$ cat src/rtl/riscv_pkg.sv
// Shared pipeline definitions: forward-select codes and hazard FSM encoding.
package riscv_pkg;

  localparam logic [1:0] FWD_REG = 2'b00;
  localparam logic [1:0] FWD_MEM = 2'b01;
  localparam logic [1:0] FWD_WB  = 2'b10;

  localparam int unsigned REG_W = 5;

  typedef enum logic [1:0] {
    HZ_RUN        = 2'b00,
    HZ_LOAD_STALL = 2'b01,
    HZ_MDU_WAIT   = 2'b10
  } hz_state_e;

endpackage

$ cat src/rtl/fwd_select.sv
// Operand forward-select comparator: MEM result wins over WB, x0 never forwards.
module fwd_select
  import riscv_pkg::*;
(
  input  logic [REG_W-1:0] ex_rs,
  input  logic [REG_W-1:0] mem_rd,
  input  logic             mem_reg_write,
  input  logic             mem_mem_read,
  input  logic [REG_W-1:0] wb_rd,
  input  logic             wb_reg_write,
  output logic [1:0]       sel
);

  // Priority compare; a load in MEM has no data yet, so it cannot forward from MEM
  always_comb begin
    sel = FWD_REG;
    if (mem_reg_write && !mem_mem_read && (mem_rd != '0) && (mem_rd == ex_rs)) begin
      sel = FWD_MEM;
    end else if (wb_reg_write && (wb_rd != '0) && (wb_rd == ex_rs)) begin
      sel = FWD_WB;
    end
  end

endmodule

$ cat src/rtl/hazard_control_unit.sv
// Hazard controller: operand forwarding, load-use bubbles, MDU stalls, branch flushes
// and stall/flush performance counters.
module hazard_control_unit
  import riscv_pkg::*;
#(
  parameter int unsigned LOAD_USE_BUBBLES = 1,
  parameter int unsigned CNT_W            = 32
) (
  input  logic             clk,
  input  logic             rst_n,
  input  logic [REG_W-1:0] id_rs1,
  input  logic [REG_W-1:0] id_rs2,
  input  logic             id_uses_rs1,
  input  logic             id_uses_rs2,
  input  logic [REG_W-1:0] ex_rs1,
  input  logic [REG_W-1:0] ex_rs2,
  input  logic [REG_W-1:0] ex_rd,
  input  logic             ex_reg_write,
  input  logic             ex_mem_read,
  input  logic             ex_is_mdu,
  input  logic             ex_branch_taken,
  input  logic [REG_W-1:0] mem_rd,
  input  logic [REG_W-1:0] wb_rd,
  input  logic             mem_reg_write,
  input  logic             mem_mem_read,
  input  logic             wb_reg_write,
  input  logic             mdu_done,
  output logic [1:0]       forward_sel_a,
  output logic [1:0]       forward_sel_b,
  output logic             pc_stall,
  output logic             if_id_stall,
  output logic             id_ex_stall,
  output logic             if_id_flush,
  output logic             id_ex_flush,
  output logic             ex_mem_bubble,
  output logic             mdu_start,
  output logic [CNT_W-1:0] stall_cycles,
  output logic [CNT_W-1:0] flush_events
);

  localparam int unsigned BCNT_W = 2;

  hz_state_e         state, state_nxt;
  logic [BCNT_W-1:0] bcnt, bcnt_nxt;
  logic              flush_evt;
  logic              load_use;
  logic [1:0]        sel_a_raw, sel_b_raw;

  fwd_select u_fwd_a (
    .ex_rs         (ex_rs1),
    .mem_rd        (mem_rd),
    .mem_reg_write (mem_reg_write),
    .mem_mem_read  (mem_mem_read),
    .wb_rd         (wb_rd),
    .wb_reg_write  (wb_reg_write),
    .sel           (sel_a_raw)
  );

  fwd_select u_fwd_b (
    .ex_rs         (ex_rs2),
    .mem_rd        (mem_rd),
    .mem_reg_write (mem_reg_write),
    .mem_mem_read  (mem_mem_read),
    .wb_rd         (wb_rd),
    .wb_reg_write  (wb_reg_write),
    .sel           (sel_b_raw)
  );

  // Forward selects are forced to the register file while in reset
  assign forward_sel_a = rst_n ? sel_a_raw : FWD_REG;
  assign forward_sel_b = rst_n ? sel_b_raw : FWD_REG;

  // Load in EX whose destination is read by the instruction in ID
  assign load_use = ex_mem_read && (ex_rd != '0) &&
                    ((id_uses_rs1 && (id_rs1 == ex_rd)) ||
                     (id_uses_rs2 && (id_rs2 == ex_rd)));

  // Next-state and Mealy stall/flush decode
  always_comb begin
    state_nxt     = state;
    bcnt_nxt      = bcnt;
    pc_stall      = 1'b0;
    if_id_stall   = 1'b0;
    id_ex_stall   = 1'b0;
    if_id_flush   = 1'b0;
    id_ex_flush   = 1'b0;
    ex_mem_bubble = 1'b0;
    mdu_start     = 1'b0;
    flush_evt     = 1'b0;
    unique case (state)
      HZ_RUN: begin
        if (ex_is_mdu) begin
          mdu_start = 1'b1;
          state_nxt = HZ_MDU_WAIT;
        end else if (ex_branch_taken) begin
          if_id_flush = 1'b1;
          id_ex_flush = 1'b1;
          flush_evt   = 1'b1;
        end else if (load_use) begin
          pc_stall    = 1'b1;
          if_id_stall = 1'b1;
          id_ex_flush = 1'b1;
          if (LOAD_USE_BUBBLES > 1) begin
            bcnt_nxt  = BCNT_W'(LOAD_USE_BUBBLES - 1);
            state_nxt = HZ_LOAD_STALL;
          end
        end
      end
      HZ_LOAD_STALL: begin
        pc_stall    = 1'b1;
        if_id_stall = 1'b1;
        id_ex_flush = 1'b1;
        bcnt_nxt    = bcnt - BCNT_W'(1);
        if (bcnt <= BCNT_W'(1)) begin
          state_nxt = HZ_RUN;
        end
      end
      HZ_MDU_WAIT: begin
        if (mdu_done) begin
          state_nxt = HZ_RUN;
        end else begin
          pc_stall      = 1'b1;
          if_id_stall   = 1'b1;
          id_ex_stall   = 1'b1;
          ex_mem_bubble = 1'b1;
        end
      end
      default: begin
        state_nxt = HZ_RUN;
        bcnt_nxt  = '0;
      end
    endcase
    if (!rst_n) begin
      pc_stall      = 1'b0;
      if_id_stall   = 1'b0;
      id_ex_stall   = 1'b0;
      if_id_flush   = 1'b0;
      id_ex_flush   = 1'b0;
      ex_mem_bubble = 1'b0;
      mdu_start     = 1'b0;
      flush_evt     = 1'b0;
    end
  end

  // State, bubble counter and performance counters
  always_ff @(posedge clk or negedge rst_n) begin
    if (!rst_n) begin
      state        <= HZ_RUN;
      bcnt         <= '0;
      stall_cycles <= '0;
      flush_events <= '0;
    end else begin
      state <= state_nxt;
      bcnt  <= bcnt_nxt;
      if (pc_stall) begin
        stall_cycles <= stall_cycles + CNT_W'(1);
      end
      if (flush_evt) begin
        flush_events <= flush_events + CNT_W'(1);
      end
    end
  end

endmodule
$ cat config.mk
export PLATFORM = sky130hd
export DESIGN_NAME = hazard_control_unit
export DESIGN_NICKNAME = d
export VERILOG_FILES = /design/src/rtl/riscv_pkg.sv /design/src/rtl/fwd_select.sv /design/src/rtl/hazard_control_unit.sv
export SDC_FILE = /design/constraint.sdc
export NUM_CORES = 1
export LEC_CHECK = 0
export BUFFER_PORTS_ARGS = -buffer_cell sky130_fd_sc_hd__buf_4
export CAP_MARGIN = 25
export CORE_UTILIZATION = 40
export DETAILED_ROUTE_END_ITERATION = 6
export GPL_TIMING_DRIVEN = 0
export PLACE_DENSITY_LB_ADDON = 0.3
export REMOVE_ABC_BUFFERS = 1
export SYNTH_ARGS = -nofsm -noshare
export SYNTH_HDL_FRONTEND = slang
export SYNTH_HIERARCHICAL = 1
export SYNTH_SLANG_ARGS = --single-unit
$ cat constraint.sdc
create_clock -name clk -period 2.7 [get_ports clk]
set_input_delay 0.27 -clock clk [delete_from_list [all_inputs] [get_ports clk]]
set_output_delay 0.27 -clock clk [all_outputs]
set_load 0.005 [all_outputs]
==> flow_summary.yaml, run 1 <==
outcome:
  outcome: "finished clean"
clock_network:
  cts-buffers-inserted: 9
  cts.sinks: 65
  cts_tree: "built"
  postCtsSetupRepairBufs: 0
  ctsLongestPathBuffers: 2
  hold_buffers: 0
  post_cts_resized: 0
  clkLatencyLatePin_ps: 340
  clock-root-buffer: "clkbuf_8"
  htreeDepth: 3
  clk_pin_slew_ps: 70
global_routing:
  grt-ovfl-total: 0
  antenna_found_initial: 0
  grtUsageTotal_pct: 17.86
  grt_pass1_wl_um: 12650
  grt_pass1_vias: 2730
  grt_max_degree: 74
flow_run:
  max_cap_viol_count: 0
finish:
  multi_input_area_um2: 1772
  antennaDiodeCount: 0
  regArea_um2: 1627
  stdcell_area_um2: 4696
  drive_above_1_share_pct: 32.60
  n_fill_cell: 762
  layout.nets: 501
  fin_util_pct: 56.30
  synthToLayoutAreaGrowth_pct: 34.85
sta:
  rsz0062_at_grt: "false"
  final.setup.tns_ps: 0
  setup_viol: 0
  drv_slew: 0
  max_slew_margin_pct: 38.52
  hold_viol_final: 0
  max_clock_freq_mhz: 437.3
  tightest_slew_ps: 918.8
  fin_crit_sh_pct: 84.69
  period_needed_ps: 2287
  skew_ps: 10.90
  fin_ws_ps: 413.4
placed_design:
  placed_cell_area_um2: 4461
  dp_hpwl_um: 5732
  portBuffers: 120
  place_ws_ps: 16.59
  gp_congestion: 0.7483
die:
  dieArea_um2: 9082
  row_count: 33
  core_area_um2: 8341
  die_x_um: 95.30
  io-pin-count: 122
  die_h_um: 95.30
  initial_core_util_pct: 41.75
worst_setup_path:
  worstPathArrival_ps: 2530
  crit_path_end_kind: "register"
  critPathMaxFanout: 73
  crit_chain: "buf_4 -> and4bb_2 -> nand4_1 -> and3b_1 -> nand2b_1 -> nor2_1 -> xor2_1"
  worstSetupStartpointType: "primary input"
  cp-startpoint: "rst_n"
  rr_startpoint: "stall_cycles[6]"
  worstPathRequired_ps: 2950
  cp_slowest_cell: "buf_4"
  cpPeakStageDelay_ps: 620
  path_class: "primary input to register"
synth:
  ys.flop_type: "dfrtp_1"
  yosysSeqAreaShare_pct: 46.71
  yosys.area.top_type: "dfrtp_1"
  netlist.area_leader.share_pct: 46.71
  synth_edf_count: 0
  syn_inst: 328
  ys_types: 40
  ys_async_sr_fraction_pct: 100.0
  syn_avg_cell_area_um2: 10.62
  synth_seq_cells: 65
  synth_area_leaders: "dfrtp_1, xnor2_1, xor2_1"
  syn_area_um2: 3482
  yosysWarnings: 6
routing:
  vias: 2850
  drc: 0
  avgViaCountPerCell: 5.071
  wl_um: 7768
  wl_per_cell_um: 13.82
  drt.antenna.violating_nets: 0
  drtIter0Drc: 101
  drtPass1Iterations: 4
worst_hold_path:
  holdCritPathClass: "primary input to async pin"
power_and_ir_drop:
  power.total_w: 0.002489
  powerDensity_nw_per_um2: 530.1
  vdd_drop_max_v: 0.0004626
  p_leak_nw: 2.262
-- layer usage --
| metal | wire, um | global-route usage, % | part of all wire [%] |
|---|---|---|---|
| met1 | 3516 | 23.50 | 45 |
| met2 | 3693 | 28.69 | 48 |
| met5 | 0 | 0 | 0 |
| met4 | 94 | 6.313 | 1.2 |
| met3 | 464 | 4.147 | 6.0 |
-- sequential cells by signal, summed over array words and instances, names as in the netlist --
signal and flops:
flush_events 32, stall_cycles 32, state 1
-- synthesized netlist by cell type, types with 3 or more instances --
cell type   n
xor2_1     28
nand4_1    24
and3_1     15
nor2_1     17
buf_4       3
nand3_1    23
dfrtp_1    65
o21ai_0     3
inv_1       8
nor4_1      6
nand2_1    26
xnor2_1    60
and2_1      8
nor3_1      5
-- area by class of cell --
type / instances / area share [%]
clock inverters: 5 / 2.212
inverters: 8 / 0.6395
well taps: 105 / 2.798
repair buffers: 120 / 19.18
clock buffers: 11 / 2.798
flip-flops and latches: 65 / 34.64
multi-input cells: 248 / 37.73
-- placed cells by master, fill, tap and decap left out, types with 3 or more instances in the layout --
cell | Yosys | final
dfrtp_1 | 65 | 65
o21ai_0 | 3 | 3
bufinv_16 | 0 | 3
inv_1 | 8 | 8
xnor2_1 | 60 | 60
nand3_1 | 23 | 23
nor3_1 | 5 | 5
clkbuf_8 | 0 | 9
buf_4 | 3 | 120
nor2_1 | 17 | 17
nor4_1 | 6 | 6
and2_1 | 8 | 8
nand2_1 | 26 | 26
and3_1 | 15 | 15
xor2_1 | 28 | 28
nand4_1 | 24 | 24
-- stage by stage --
step	std cells	hold slack [ps]
3_3_place_gp	546	436.3
2_1_floorplan	321	-25.59
3_5_place_dp	546	444.3
4_1_cts	562	74.45
6_report	562	13.59
5_1_grt	562	119.7
-- cell families (layout without fill, tap and decap cells) --
family	count (synthesis)	after routing	share of synthesized area (%)
AO/OA/AOI/OAI	12	12	3.378
buffers and inverters	15	144	2.407
flip-flops	65	65	46.71
multiplexers	2	2	0.6467
adder cells (fa/ha/maj)	2	2	0.7185
AND/OR/NAND/NOR	144	144	24.00
XOR/XNOR	88	88	22.13
-- final timing paths --
check	to	slack (ps)	depth (start not counted)
min in group clk	state[1]	180	2
max	flush_events[29]	410	7
max reg2reg	stall_cycles[31]	610	6
min	flush_events[31]	10	1
max in group asynchronous	flush_events[29]	2070	1
min reg2reg	flush_events[31]	470	1
-- power by group --
group	internal, W	switching (W)
logic	0.000217	0.000165
clock network	0.000614	0.000374
registers	0.00104	0.0000824
-- worst max-delay path: cells and delay by family --
family	cells	cell delay, ps
and+or+nand+nor	5	1380
buffers and inverters	1	620
xor gates and xnor gates	1	180
No activity file was read; power rests on OpenSTA's default activity.
==> inputs of run 2 (changes only) <==
ABC_AREA = 1   (was default)
clock period = 2.22 ns   (was 2.7 ns; I/O delays follow)
==> run 2 against run 1 <==
The flow now finishes with violations (design-rule violations). Power increased by 32%. Global-route usage grew 3.6 points. Synthesized area is 38% higher. Clock power rose by 33%. Final cell count increased by 85%. Wire length grew 66%. Hold slack got worse by 11 ps. Die area is 37% higher. Sequential power up 23%. Critical endpoint is now if_id_stall. Largest cell class unchanged.
==> flow_summary.yaml, run 2 <==
finish:
  n_fill_cell: 1168
  antennaDiodeCount: 0
  stdcell_area_um2: 6186
  final_cell_mix: "nand2_1, buf_4, inv_1"
  reg.largest.list: "flush_events x32, stall_cycles x32, state x1"
  final_common_cell: "nand2_1"
  synthToLayoutAreaGrowth_pct: 28.72
  drive_above_1_share_pct: 19.35
  layout.nets: 938
synth:
  syn_inst: 767
  yosysSeqAreaShare_pct: 33.85
  ys_types: 29
  syn_area_um2: 4806
  yosysWarnings: 6
  syn_avg_cell_area_um2: 6.266
  synth_common_cells: "nand2_1, inv_1, nor2_1"
  yosys.area.top_type: "dfrtp_1"
  synth_edf_count: 0
  synth_seq_cells: 65
  synth_area_leaders: "dfrtp_1, nand2_1, inv_1"
  ys_async_sr_fraction_pct: 100.0
  ys.flop_type: "dfrtp_1"
  yosysMostFrequentCell: "nand2_1"
  netlist.area_leader.share_pct: 33.85
routing:
  wl_per_cell_um: 12.42
  drtPass1Iterations: 6
  vias: 4928
  drt.antenna.violating_nets: 0
  drc: 7
  wl_um: 12880
  avgViaCountPerCell: 4.752
  drtIter0Drc: 287
worst_setup_path:
  crit_path_end_kind: "output pin"
  worstPathArrival_ps: 1840
  cpPeakStageDelay_ps: 390
  cp_slowest_cell: "dfrtp_1"
  worstPathRequired_ps: 2000
  critPathMaxFanout: 20
  path_class: "register to output pin"
  worstSetupStartpointType: "register"
  r2r_slack_ps: 390
  crit_chain: "inv_1 -> nand2_1 -> nor2_1 -> nand3_4 -> nand2_8 -> nand2_8 -> inv_1 -> buf_4"
sta:
  period_needed_ps: 2061
  tightest_slew_ps: 617.3
  skew_ps: 3.905
  drv_slew: 0
  fin_ws_ps: 159.1
  final.setup.tns_ps: 0
  max_slew_margin_pct: 58.71
  setup_viol: 0
  max_clock_freq_mhz: 485.2
  rsz0062_at_grt: "false"
  hold_viol_final: 0
  finalHoldWorstSlack_ps: 2.744
  fin_crit_sh_pct: 92.83
die:
  initial_core_util_pct: 41.56
  dieArea_um2: 12460
  io-pin-count: 122
  core_area_um2: 11560
  row_count: 39
  die_x_um: 111.6
  die_h_um: 111.6
clock_network:
  cts_tree: "built"
  clkLatencyLatePin_ps: 330
  postCtsSetupRepairBufs: 0
  cts-buffers-inserted: 9
  cts.sinks: 65
  htreeDepth: 3
  clock-root-buffer: "clkbuf_16"
  ctsLongestPathBuffers: 2
  clk_pin_slew_ps: 50
placed_design:
  gp_congestion: 0.8547
  placed_cell_area_um2: 5836
  place_ws_ps: -544.5
  dp_hpwl_um: 9410
  portBuffers: 120
global_routing:
  antenna_found_initial: 0
  grt_pass1_wl_um: 21460
  grt_max_degree: 70
  grt-ovfl-total: 0
  grt_pass1_vias: 4518
  grtUsageTotal_pct: 21.51
power_and_ir_drop:
  vdd_drop_max_v: 0.0003948
  powerDensity_nw_per_um2: 532.8
  p_leak_nw: 3.292
flow_run:
  max_cap_viol_count: 0
outcome:
  violations: "design-rule violations"
  outcome: "finished with violations"
worst_hold_path:
  holdCritPathClass: "primary input to async pin"
run 2: cell count changes after synthesis, sizes merged, moves of 23 or more:
cell,change
xnor2,-52
nand3,+34
nor3,+23
nand2,+298
nor2,+79
inv,+98
run 2: what timing repair did:
action | CTS | global route
setup endpoints to repair | 21 | 2
endpoints found under the hold margin | 14 | 0
gates cloned | 2 | 0
pin swaps | 1 | 0
hold buffers | 1 | 0
resized for setup | 6 | 1
run 2: cell families (layout without fill, tap and decap cells):
kind of cell,count (synthesis),in the layout,share of synthesized area [%]
AND/OR/NAND/NOR,534,536,48.19
buffers and inverters,119,244,9.893
flip-flops,65,65,33.85
XOR/XNOR,34,34,6.196
AO/OA/AOI/OAI,13,13,1.354
adder cells (fa/ha/maj),2,2,0.5206
run 2: power by group:
part | leakage (nW) | switching (W) | internal (W)
Combinational | 2.29 | 0.000328 | 0.000273
Sequential | 0.867 | 0.000116 | 0.00127
Clock | 0.139 | 0.000503 | 0.000811
Total | 3.29 | 0.000948 | 0.00235
run 2: critical path, delay by kind of cell (launching register included):
family	cells	cell delay [ps]
simple gates	5	770
flops	1	390
buf+inv	3	350
run 2: metal layers:
layer / up-vias / global-route usage (%) / share of wire, %
met5: - / 0 / 0
met4: 0 / 4.685 / 0.99
met3: 12 / 5.117 / 4.1
met2: 106 / 37.92 / 49
met1: 2210 / 26.61 / 46
li1: 2600 / - / -
run 2: cell type report:
cell class / instances / area (um2) / area share [%]
Tap cell: 143 / 178.9 / 2.892
Sequential cell: 65 / 1627 / 26.29
Inverter: 106 / 397.9 / 6.432
Clock inverter: 3 / 15.01 / 0.2427
Timing Repair Buffer: 122 / 938.4 / 15.17
Clock buffer: 13 / 260.3 / 4.207
Multi-Input combinational cell: 585 / 2769 / 44.76
run 2: path summary, 6_finish.rpt:
check	from	to	depth (start not counted)
min in group clk	rst_n	stall_cycles[20]	3
max	state[1]	if_id_stall	8
min reg2reg	state[1]	state[1]	1
max reg2reg	stall_cycles[0]	stall_cycles[26]	10
min	rst_n	stall_cycles[7]	2
max in group asynchronous	rst_n	stall_cycles[25]	2
run 2: through the flow:
step,power (W),util (%),instances
after global placement,0.001967,50.22,1017
after CTS,0.003337,53.41,1037
after detailed placement,0.001982,50.46,1018
final,0.003296,53.49,1037
after global routing,0.003467,53.49,1037
after floorplan,0.001648,-,754
